**src/rtl/avm_wr_arbiter.sv**
```systemverilog
// ----------------------------------------------------------------------------
// avm_wr_arbiter
//   Two-requester write-stream arbiter onto one shared avm write sink.
//   A grant is held for BURST_LEN accepted beats. After that the arbiter spends
//   one cycle in IDLE and then re-arbitrates. When both requesters are valid in
//   IDLE, a round-robin pointer picks between them.
//   The data path is a zero-latency combinational mux steered by the state
//   register.
//
// Optional feature (compile-time macro AVM_ARB_TIMEOUT_EN):
//   If the granted requester drops vaild for TIMEOUT consecutive cycles, the
//   grant is released without waiting for the burst to finish, and arb_timeout
//   pulses. Without the macro no stall counter is built and TIMEOUT is ignored.
//
// Parameters:
//   DATA_WIDTH  width of every write data bus
//   BURST_LEN   beats per grant (1..256)
//   TIMEOUT     stall cycles before forced release (1..1023)
//
// Ports:
//   s_axi_aclk, s_axi_aresetn           clock, async active-low reset
//   req0_wr_vaild/_data/_ready          requester 0 stream (ready is output)
//   req1_wr_vaild/_data/_ready          requester 1 stream (ready is output)
//   avm_wr_vaild/_data/_ready           shared sink stream (ready is input)
//   gnt_active                          a grant is held
//   gnt_id                              granted requester index
//   burst_done                          1-cycle pulse after a full burst
//   arb_timeout                         1-cycle pulse after forced release
// ----------------------------------------------------------------------------
module avm_wr_arbiter #(
   parameter int unsigned DATA_WIDTH = 512,
   parameter int unsigned BURST_LEN  = 16,
   parameter int unsigned TIMEOUT    = 64
) (
   input  logic                  s_axi_aclk,
   input  logic                  s_axi_aresetn,

   input  logic                  req0_wr_vaild,
   input  logic [DATA_WIDTH-1:0] req0_wr_data,
   output logic                  req0_wr_ready,

   input  logic                  req1_wr_vaild,
   input  logic [DATA_WIDTH-1:0] req1_wr_data,
   output logic                  req1_wr_ready,

   output logic                  avm_wr_vaild,
   output logic [DATA_WIDTH-1:0] avm_wr_data,
   input  logic                  avm_wr_ready,

   output logic                  gnt_active,
   output logic                  gnt_id,
   output logic                  burst_done,
   output logic                  arb_timeout
);

   localparam int unsigned      CNT_W     = $clog2(BURST_LEN + 1);
   localparam logic [CNT_W-1:0] LAST_BEAT = CNT_W'(BURST_LEN - 1);

   localparam logic [1:0] ST_IDLE = 2'd0;
   localparam logic [1:0] ST_GNT0 = 2'd1;
   localparam logic [1:0] ST_GNT1 = 2'd2;

   // Empty marker blocks. They make an out-of-range parameter easy to spot in
   // the elaborated hierarchy.
   if (BURST_LEN < 1 || BURST_LEN > 256) begin : g_burst_len_out_of_range
   end
   if (TIMEOUT < 1 || TIMEOUT > 1023) begin : g_timeout_out_of_range
   end

   logic [1:0]       state_q, state_d;
   logic             ptr_q, ptr_d;
   logic [CNT_W-1:0] beat_q, beat_d;
   logic             burst_done_q, burst_done_d;
   logic             beat_c;

   // Grant-steered data path. Everything is forced to 0 when no grant is held.
   always_comb begin
      avm_wr_vaild  = 1'b0;
      avm_wr_data   = '0;
      req0_wr_ready = 1'b0;
      req1_wr_ready = 1'b0;
      case (state_q)
         ST_GNT0: begin
            avm_wr_vaild  = req0_wr_vaild;
            avm_wr_data   = req0_wr_data;
            req0_wr_ready = avm_wr_ready;
         end
         ST_GNT1: begin
            avm_wr_vaild  = req1_wr_vaild;
            avm_wr_data   = req1_wr_data;
            req1_wr_ready = avm_wr_ready;
         end
         default: ;
      endcase
   end

   // A beat is an accepted transfer on the granted stream. It is 0 in IDLE.
   assign beat_c = avm_wr_vaild & avm_wr_ready;

`ifdef AVM_ARB_TIMEOUT_EN
   localparam int unsigned       STALL_W    = $clog2(TIMEOUT + 1);
   localparam logic [STALL_W-1:0] STALL_LAST = STALL_W'(TIMEOUT - 1);

   logic [STALL_W-1:0] stall_q, stall_d;
   logic               timeout_q, timeout_d;
`endif

   // Next-state logic: arbitration, beat counting, and (optional) stall release.
   always_comb begin
      state_d      = state_q;
      ptr_d        = ptr_q;
      beat_d       = beat_q;
      burst_done_d = 1'b0;
`ifdef AVM_ARB_TIMEOUT_EN
      stall_d      = stall_q;
      timeout_d    = 1'b0;
`endif
      case (state_q)
         ST_IDLE: begin
            beat_d = '0;
`ifdef AVM_ARB_TIMEOUT_EN
            stall_d = '0;
`endif
            if (req0_wr_vaild && req1_wr_vaild) begin
               state_d = ptr_q ? ST_GNT1 : ST_GNT0;
            end else if (req0_wr_vaild) begin
               state_d = ST_GNT0;
            end else if (req1_wr_vaild) begin
               state_d = ST_GNT1;
            end
         end
         ST_GNT0, ST_GNT1: begin
            // A beat needs vaild=1, so it can never coincide with a stall cycle.
            if (beat_c) begin
               if (beat_q == LAST_BEAT) begin
                  state_d      = ST_IDLE;
                  beat_d       = '0;
                  ptr_d        = (state_q == ST_GNT0);
                  burst_done_d = 1'b1;
               end else begin
                  beat_d = beat_q + CNT_W'(1);
               end
            end
`ifdef AVM_ARB_TIMEOUT_EN
            // Only cycles with vaild low count as stall. A sink back-pressure
            // cycle (vaild high) clears the stall count.
            if (avm_wr_vaild) begin
               stall_d = '0;
            end else if (stall_q == STALL_LAST) begin
               state_d   = ST_IDLE;
               beat_d    = '0;
               stall_d   = '0;
               ptr_d     = (state_q == ST_GNT0);
               timeout_d = 1'b1;
            end else begin
               stall_d = stall_q + STALL_W'(1);
            end
`endif
         end
         default: begin
            state_d = ST_IDLE;
            beat_d  = '0;
         end
      endcase
   end

   // State and counter registers.
   always_ff @(posedge s_axi_aclk or negedge s_axi_aresetn) begin
      if (!s_axi_aresetn) begin
         state_q      <= ST_IDLE;
         ptr_q        <= 1'b0;
         beat_q       <= '0;
         burst_done_q <= 1'b0;
      end else begin
         state_q      <= state_d;
         ptr_q        <= ptr_d;
         beat_q       <= beat_d;
         burst_done_q <= burst_done_d;
      end
   end

`ifdef AVM_ARB_TIMEOUT_EN
   // Stall counter and timeout pulse register.
   always_ff @(posedge s_axi_aclk or negedge s_axi_aresetn) begin
      if (!s_axi_aresetn) begin
         stall_q   <= '0;
         timeout_q <= 1'b0;
      end else begin
         stall_q   <= stall_d;
         timeout_q <= timeout_d;
      end
   end

   assign arb_timeout = timeout_q;
`else
   assign arb_timeout = 1'b0;
`endif

   assign gnt_active = (state_q != ST_IDLE);
   assign gnt_id     = (state_q == ST_GNT1);
   assign burst_done = burst_done_q;

endmodule

```
**config.mk**
```make
export PLATFORM = sky130hd
export DESIGN_NAME = avm_wr_arbiter
export DESIGN_NICKNAME = d
export VERILOG_FILES = /design/src/rtl/avm_wr_arbiter.sv
export SDC_FILE = /design/constraint.sdc
export NUM_CORES = 1
export LEC_CHECK = 0
export BUFFER_PORTS_ARGS = -buffer_cell sky130_fd_sc_hd__buf_2
export CORE_AREA = 2 2 608 610
export CTS_CLUSTER_DIAMETER = 150
export DETAILED_ROUTE_END_ITERATION = 8
export DIE_AREA = 0 0 610 612
export PLACE_DENSITY = 0.3
export SYNTH_ARGS = -nofsm -noshare
export SYNTH_HDL_FRONTEND = slang
export SYNTH_SLANG_ARGS = --single-unit
```
**constraint.sdc**
```tcl
create_clock -name s_axi_aclk -period 3.3 [get_ports s_axi_aclk]
set_input_delay 0.165 -clock s_axi_aclk [delete_from_list [all_inputs] [get_ports s_axi_aclk]]
set_output_delay 0.165 -clock s_axi_aclk [all_outputs]
set_load 0.01 [all_outputs]
```
Word-level counts from Yosys, hierarchy flattened
Index checks and enable logic that the tools add are counted.
Widths: inputs -> output; s select.

storage, ports and cells
  bits in registers = 9
  latch bits = 0
  bits in writable memories = 0
  bits in read-only memories = 0
  bits of input ports = 1029
  output and inout port bits = 519
  word-level logic and storage cells = 35
  memories = 0

cells by class
  $add $sub $neg = 1
  multipliers = 0
  divide/modulo/power cells = 0
  magnitude comparators = 0
  eq/ne operators = 6
  shift operators = 0
  multiplexer cells = 17
  bitwise operators = 1
  reduce and logical (&&, ||, !) cells = 6

operator list
  cell                 count
  $pmux 512 s2         1
  $mux 5               3
  $mux 2               6
  $reduce_and 3->1     2
  $add 5x1->5 const B  1
  $eq 5x4->1 const B   1
  $mux 1               5
  $ne 2x2->1 const B   2
  $ne 4x4->1 const B   1
  $pmux 2 s2           1
  $eq 2x1->1 const B   1
  $eq 2x2->1 const B   1
  $logic_not 2->1      1
  $pmux 1 s2           1
  $reduce_bool 2->1    1
  $reduce_or 2->1      1
  $and 1x1->1          1
  $logic_and 1x1->1    1

Depth between registers and ports, before layout
  depth after elaboration = 5
  mapped depth = 7
  mapped depth without buffers = 6

Worst setup path before layout
Ideal clock, no wire load.

  path type = flip-flop to output port
  from = register state_q[0]
  to = output avm_wr_data[447]
  arrival = 1.680 ns
  path slack = 1.455 ns
  stages on the path, launching flop included = 8
  buffers on the path = 3
  path through = dfrtp_1 > inv_1 > ha_1 > buf_6 > clkbuf_1 > clkbuf_1 > a22oi_1 > nor2b_1

between the ends
  word-level cells in the longest chain between the ends = 2

RTL lines
  what                    line  RTL
  start, declared         70    logic [1:0] state_q, state_d;
  start signal, assigned  175   state_q <= state_d;
  $eq 2x2->1              n/a
  via gnt_id              51    output logic gnt_id,
  $pmux 512 s2            82    case (state_q)
  end, declared           47    output logic [DATA_WIDTH-1:0] avm_wr_data,

The timed path passes the listed nets, and every way through them passes these cells.

Worst setup path in the final report
  from = register state_q[0]
  to = output avm_wr_data[363]

between the ends
  word-level cells in the longest chain between the ends = 2

RTL lines
  what                                             line
  $eq 2x2->1 / $eq 2x1->1 (equally long branches)  82
  $pmux 512 s2 (*)                                 82

Mark *: on every way between the ends. The rest lies on a longest branch, timed or not.

==> results.md <==
Status:
- The run finished with clean final reports.

Detailed routing:
- In the routed layout, each cell is associated on average with a via count of 2.61.
- After detailed routing, the number of remaining DRC violations is 0.
- The routed design has 310000 µm of wire.
- The number of DRC violations after detailed-routing iteration 0 is 1624.
- Dividing the detail-routed wire length by the instance count gives 40.2 µm.
- The remaining antenna violation count after routing is 0.
- The final route contains 20100 vias.
- For this run, the detailed router's first-pass iteration total came to 6.

Timing:
- Setup repair after global routing left no endpoint under its margin.
- The count of endpoints failing hold in the final timing report was 0.
- Static timing analysis puts the maximum clock frequency at 0.337 GHz.
- The clock skew after layout is 0.00270 ns.
- The total setup violations reported at the end of the flow is 0.
- The setup total negative slack is 0 ns.
- Hold timing on the final database bottoms out at a slack of 0.257 ns.
- The max-slew violation total from the final report was 0.
- At the pin with the least slew margin, the transition time is 1.09 ns.
- Dividing the final minimum period by the clock period gives 0.899.
- In this run the tightest slew margin relative to its limit is 0.274.
- The minimum clock period after layout is 2.97 ns.

Flow run:
- The max capacitance violation total is 0.

Layout:
- Of the cells placed in the final design, the portion with a size suffix greater than 1 is 0.608.
- The net count reported at finish is 3758.
- The number of filler instances in the final layout is 43900.
- The leading cell type in the layout, fill and taps excluded is sky130_fd_sc_hd__buf_2.
- For this run, the number of standard cells in the final layout without fillers is 7714.
- In the layout the commonest cells are sky130_fd_sc_hd__buf_2, sky130_fd_sc_hd__nor2b_1, sky130_fd_sc_hd__a22oi_1, sky130_fd_sc_hd__buf_4, sky130_fd_sc_hd__buf_12.
- The area growth from synthesis to layout is 177%.

Yosys:
- The synthesized design contains 0 enable-type register cells.
- In the synthesized netlist the dominant register cell turns out to be sky130_fd_sc_hd__dfrtp_1.
- Synthesis produced a netlist whose cell count is 1247.
- Synthesis instantiated 28 different standard cells from the library.
- The combined area of all synthesized cells is 8330 µm².
- The synthesized-area fraction occupied by ao, oa, aoi and oai cells came to 0.468.
- The synthesized area divided by synthesized cell count is 6.68 µm².
- The simple-gate share of the synthesized area is 0.399.
- The portion of the post-synthesis area used by sequential elements is 0.0270.
- The share of synthesized area spent on multiplexers is 0.00556.
- By area, the combinational part of the netlist is dominated by compound AO/OA/AOI/OAI gates.
- The proportion of register bits with asynchronous set or reset after synthesis is 1.00.
- The total of flip-flops plus latches after synthesis is 9.
- For this run, the number of Yosys warnings is 0.
- The xor/xnor cell area share of the yosys netlist is 0.00105.
- Counting every net in the synthesized netlist gives 2280.
- Of the total synthesized cell area, the portion taken by full adders, half adders and majority gates is 0.00601.

Global route:
- The via count of the first global-routing pass was 17100.
- The global-route wire length before repair is 344000 µm.
- Entering global routing, the biggest net connects 73 pins.
- The total global routing track utilization is 0.159.
- After global routing the overflow that remains totals 0.
- The number of antenna violations at the first check in global routing is 575.

CTS:
- Counting along the longest clock path gives a buffer depth of 2.
- Clock-pin slew was measured on the worst setup and hold paths at 0.04 ns.
- The number of gates resized after cts is 0.
- The root buffer selected by CTS is sky130_fd_sc_hd__clkbuf_16.
- The later-pin clock latency in the skew report is 0.24 ns.
- The clock drives 9 sinks.
- The TritonCTS clock tree is built.
- The level count of the clock H-tree is 1.
- The number of clock buffers added by TritonCTS is 3.

Floorplanning:
- The number of standard-cell rows in the floorplan is 223.
- During I/O placement, the number of pins put on the boundary was 1548.
- The vertical die dimension is 612 µm.
- The width of the chip is 610 µm.
- In this run the standard cell core region covers 367000 µm².
- The die area is 373000 µm².
- The initial utilization of the core area, before any placement, comes to 0.0227.

Setup path:
- The total buffers and inverters traversed by the critical path is 4.
- On the critical path the largest part of the delay comes from compound AO/OA/AOI/OAI gates.
- The kind of end point of the critical path is an output pin.
- Walking the worst path, the cells encountered are inv_1 > ha_4 > buf_12 > buf_12 > a22oi_1 > nor2b_1 > buf_2.
- The master of the slowest instance on the critical path is sky130_fd_sc_hd__a22oi_1.
- The path type of the worst setup path is reg -> out.
- STA classifies the critical path startpoint as a flip-flop.
- For this run, the slowest stage of the critical path takes 0.78 ns.
- Data on the critical path is required at its endpoint by 3.13 ns.
- The most frequent cell on the critical path is sky130_fd_sc_hd__buf_12.
- The arrival time at the worst endpoint is 2.80 ns.
- In this run the worst path has a maximum fanout of 29.

Pwr:
- Dividing total power by cell area gives a power density of 692 nW/µm².
- The maximum resistive drop on vdd is 0.376 mV.
- Summed over all cells, the static leakage comes to 0.00927 µW.
- The design draws 15900 µW.

Placement:
- Port buffering added 1546 buffers.
- After legalization and detailed placement, the total HPWL measured 297000 µm.
- The final weighted congestion of routability-driven global placement is 0.909.
- In this run, placement finished with an instance count of 7556.

Worst hold path:
- The worst hold path belongs to the class in -> reg.
## tightest hold or removal path, stage by stage
cell,delay [ns]
sky130_fd_sc_hd__buf_2,0.13
sky130_fd_sc_hd__nand3_1,0.07
sky130_fd_sc_hd__mux2i_1,0.08
## area by class of cell
type | count | area [µm²] | share of cell area
Antenna cell | 153 | 383 | 0.0166
Timing Repair Buffer | 1646 | 8920 | 0.387
Clock inverter | 1 | 5.00 | 0.000217
Inverter | 3 | 11.3 | 0.000489
Sequential cell | 9 | 225 | 0.00977
Multi-Input combinational cell | 1062 | 7370 | 0.320
Tap cell | 4837 | 6050 | 0.263
Clock buffer | 3 | 75.1 | 0.00326
## where the power goes
group | leakage (µW) | internal, µW | switching, µW
Sequential | 0.000123 | 126 | 16.7
Clock | 0.0000418 | 160 | 57.9
Combinational | 0.00911 | 5750 | 9840
## through the flow
stage               setup WS (ns)  utilization  instance area (µm²)
global route                0.302       0.0622                22900
finish                      0.335       0.0628                23000
detailed placement          0.526       0.0615                22600
CTS                         0.255       0.0617                22700
global placement            0.218       0.0614                22500
floorplan                    1.45            -                 8330
## sequential cells by signal, indices dropped and copies added (netlist names)
signal      flops
state_q         2
beat_q          5
ptr_q           1
burst_done      1
## cells by family after synthesis
family	Yosys count
AO/OA/AOI/OAI	519
XOR/XNOR	1
adder cells (fa/ha/maj)	4
buffers and inverters	176
flip-flops	9
multiplexers	4
other	1
AND/OR/NAND/NOR	533
## synthesized netlist by cell type, types with 2 or more instances
cell / n / area (µm²)
sky130_fd_sc_hd__a21boi_0: 2 / 15.0
sky130_fd_sc_hd__buf_2: 80 / 400
sky130_fd_sc_hd__clkbuf_1: 88 / 330
sky130_fd_sc_hd__buf_1: 3 / 11.3
sky130_fd_sc_hd__nand3_1: 4 / 20.0
sky130_fd_sc_hd__nand2_1: 5 / 18.8
sky130_fd_sc_hd__and2_1: 4 / 25.0
sky130_fd_sc_hd__ha_1: 4 / 50.1
sky130_fd_sc_hd__nor2b_1: 514 / 3220
sky130_fd_sc_hd__nor2_1: 2 / 7.51
sky130_fd_sc_hd__mux2i_1: 2 / 20.0
sky130_fd_sc_hd__inv_1: 3 / 11.3
sky130_fd_sc_hd__dfrtp_1: 9 / 225
sky130_fd_sc_hd__a22oi_1: 513 / 3850
## final timing paths
kind | start | to | slack (ns) | cells after the start
setup / recovery | state_q[0]$_DFFE_PN0P_ | avm_wr_data[363] | 0.33 | 7
hold / removal | req0_wr_vaild | state_q[0]$_DFFE_PN0P_ | 0.26 | 3
setup reg to reg | state_q[1]$_DFFE_PN0P_ | state_q[1]$_DFFE_PN0P_ | 1.13 | 6
hold reg to reg | beat_q[4]$_DFFE_PN0P_ | beat_q[4]$_DFFE_PN0P_ | 0.52 | 2
max in group asynchronous | s_axi_aresetn | beat_q[2]$_DFFE_PN0P_ | 2.53 | 2
min in group asynchronous | s_axi_aresetn | beat_q[0]$_DFFE_PN0P_ | 0.52 | 2
## repair_timing
item                                   4_1_cts  5_1_grt
setup buffers                                0        0
hold buffers                                 1        0
endpoints found under the hold margin        9        0
## metal layers
metal	vias to the layer above	part of all wire	routed length, µm	GRT usage
met5	-	0.0080	2500	0
met1	8910	0.31	95700	0.147
met4	382	0.031	9590	0.0227
li1	7761	-	-	-
met2	1990	0.50	156000	0.292
met3	1092	0.15	47000	0.106
Note: power is estimated with default switching activity, not from simulation.
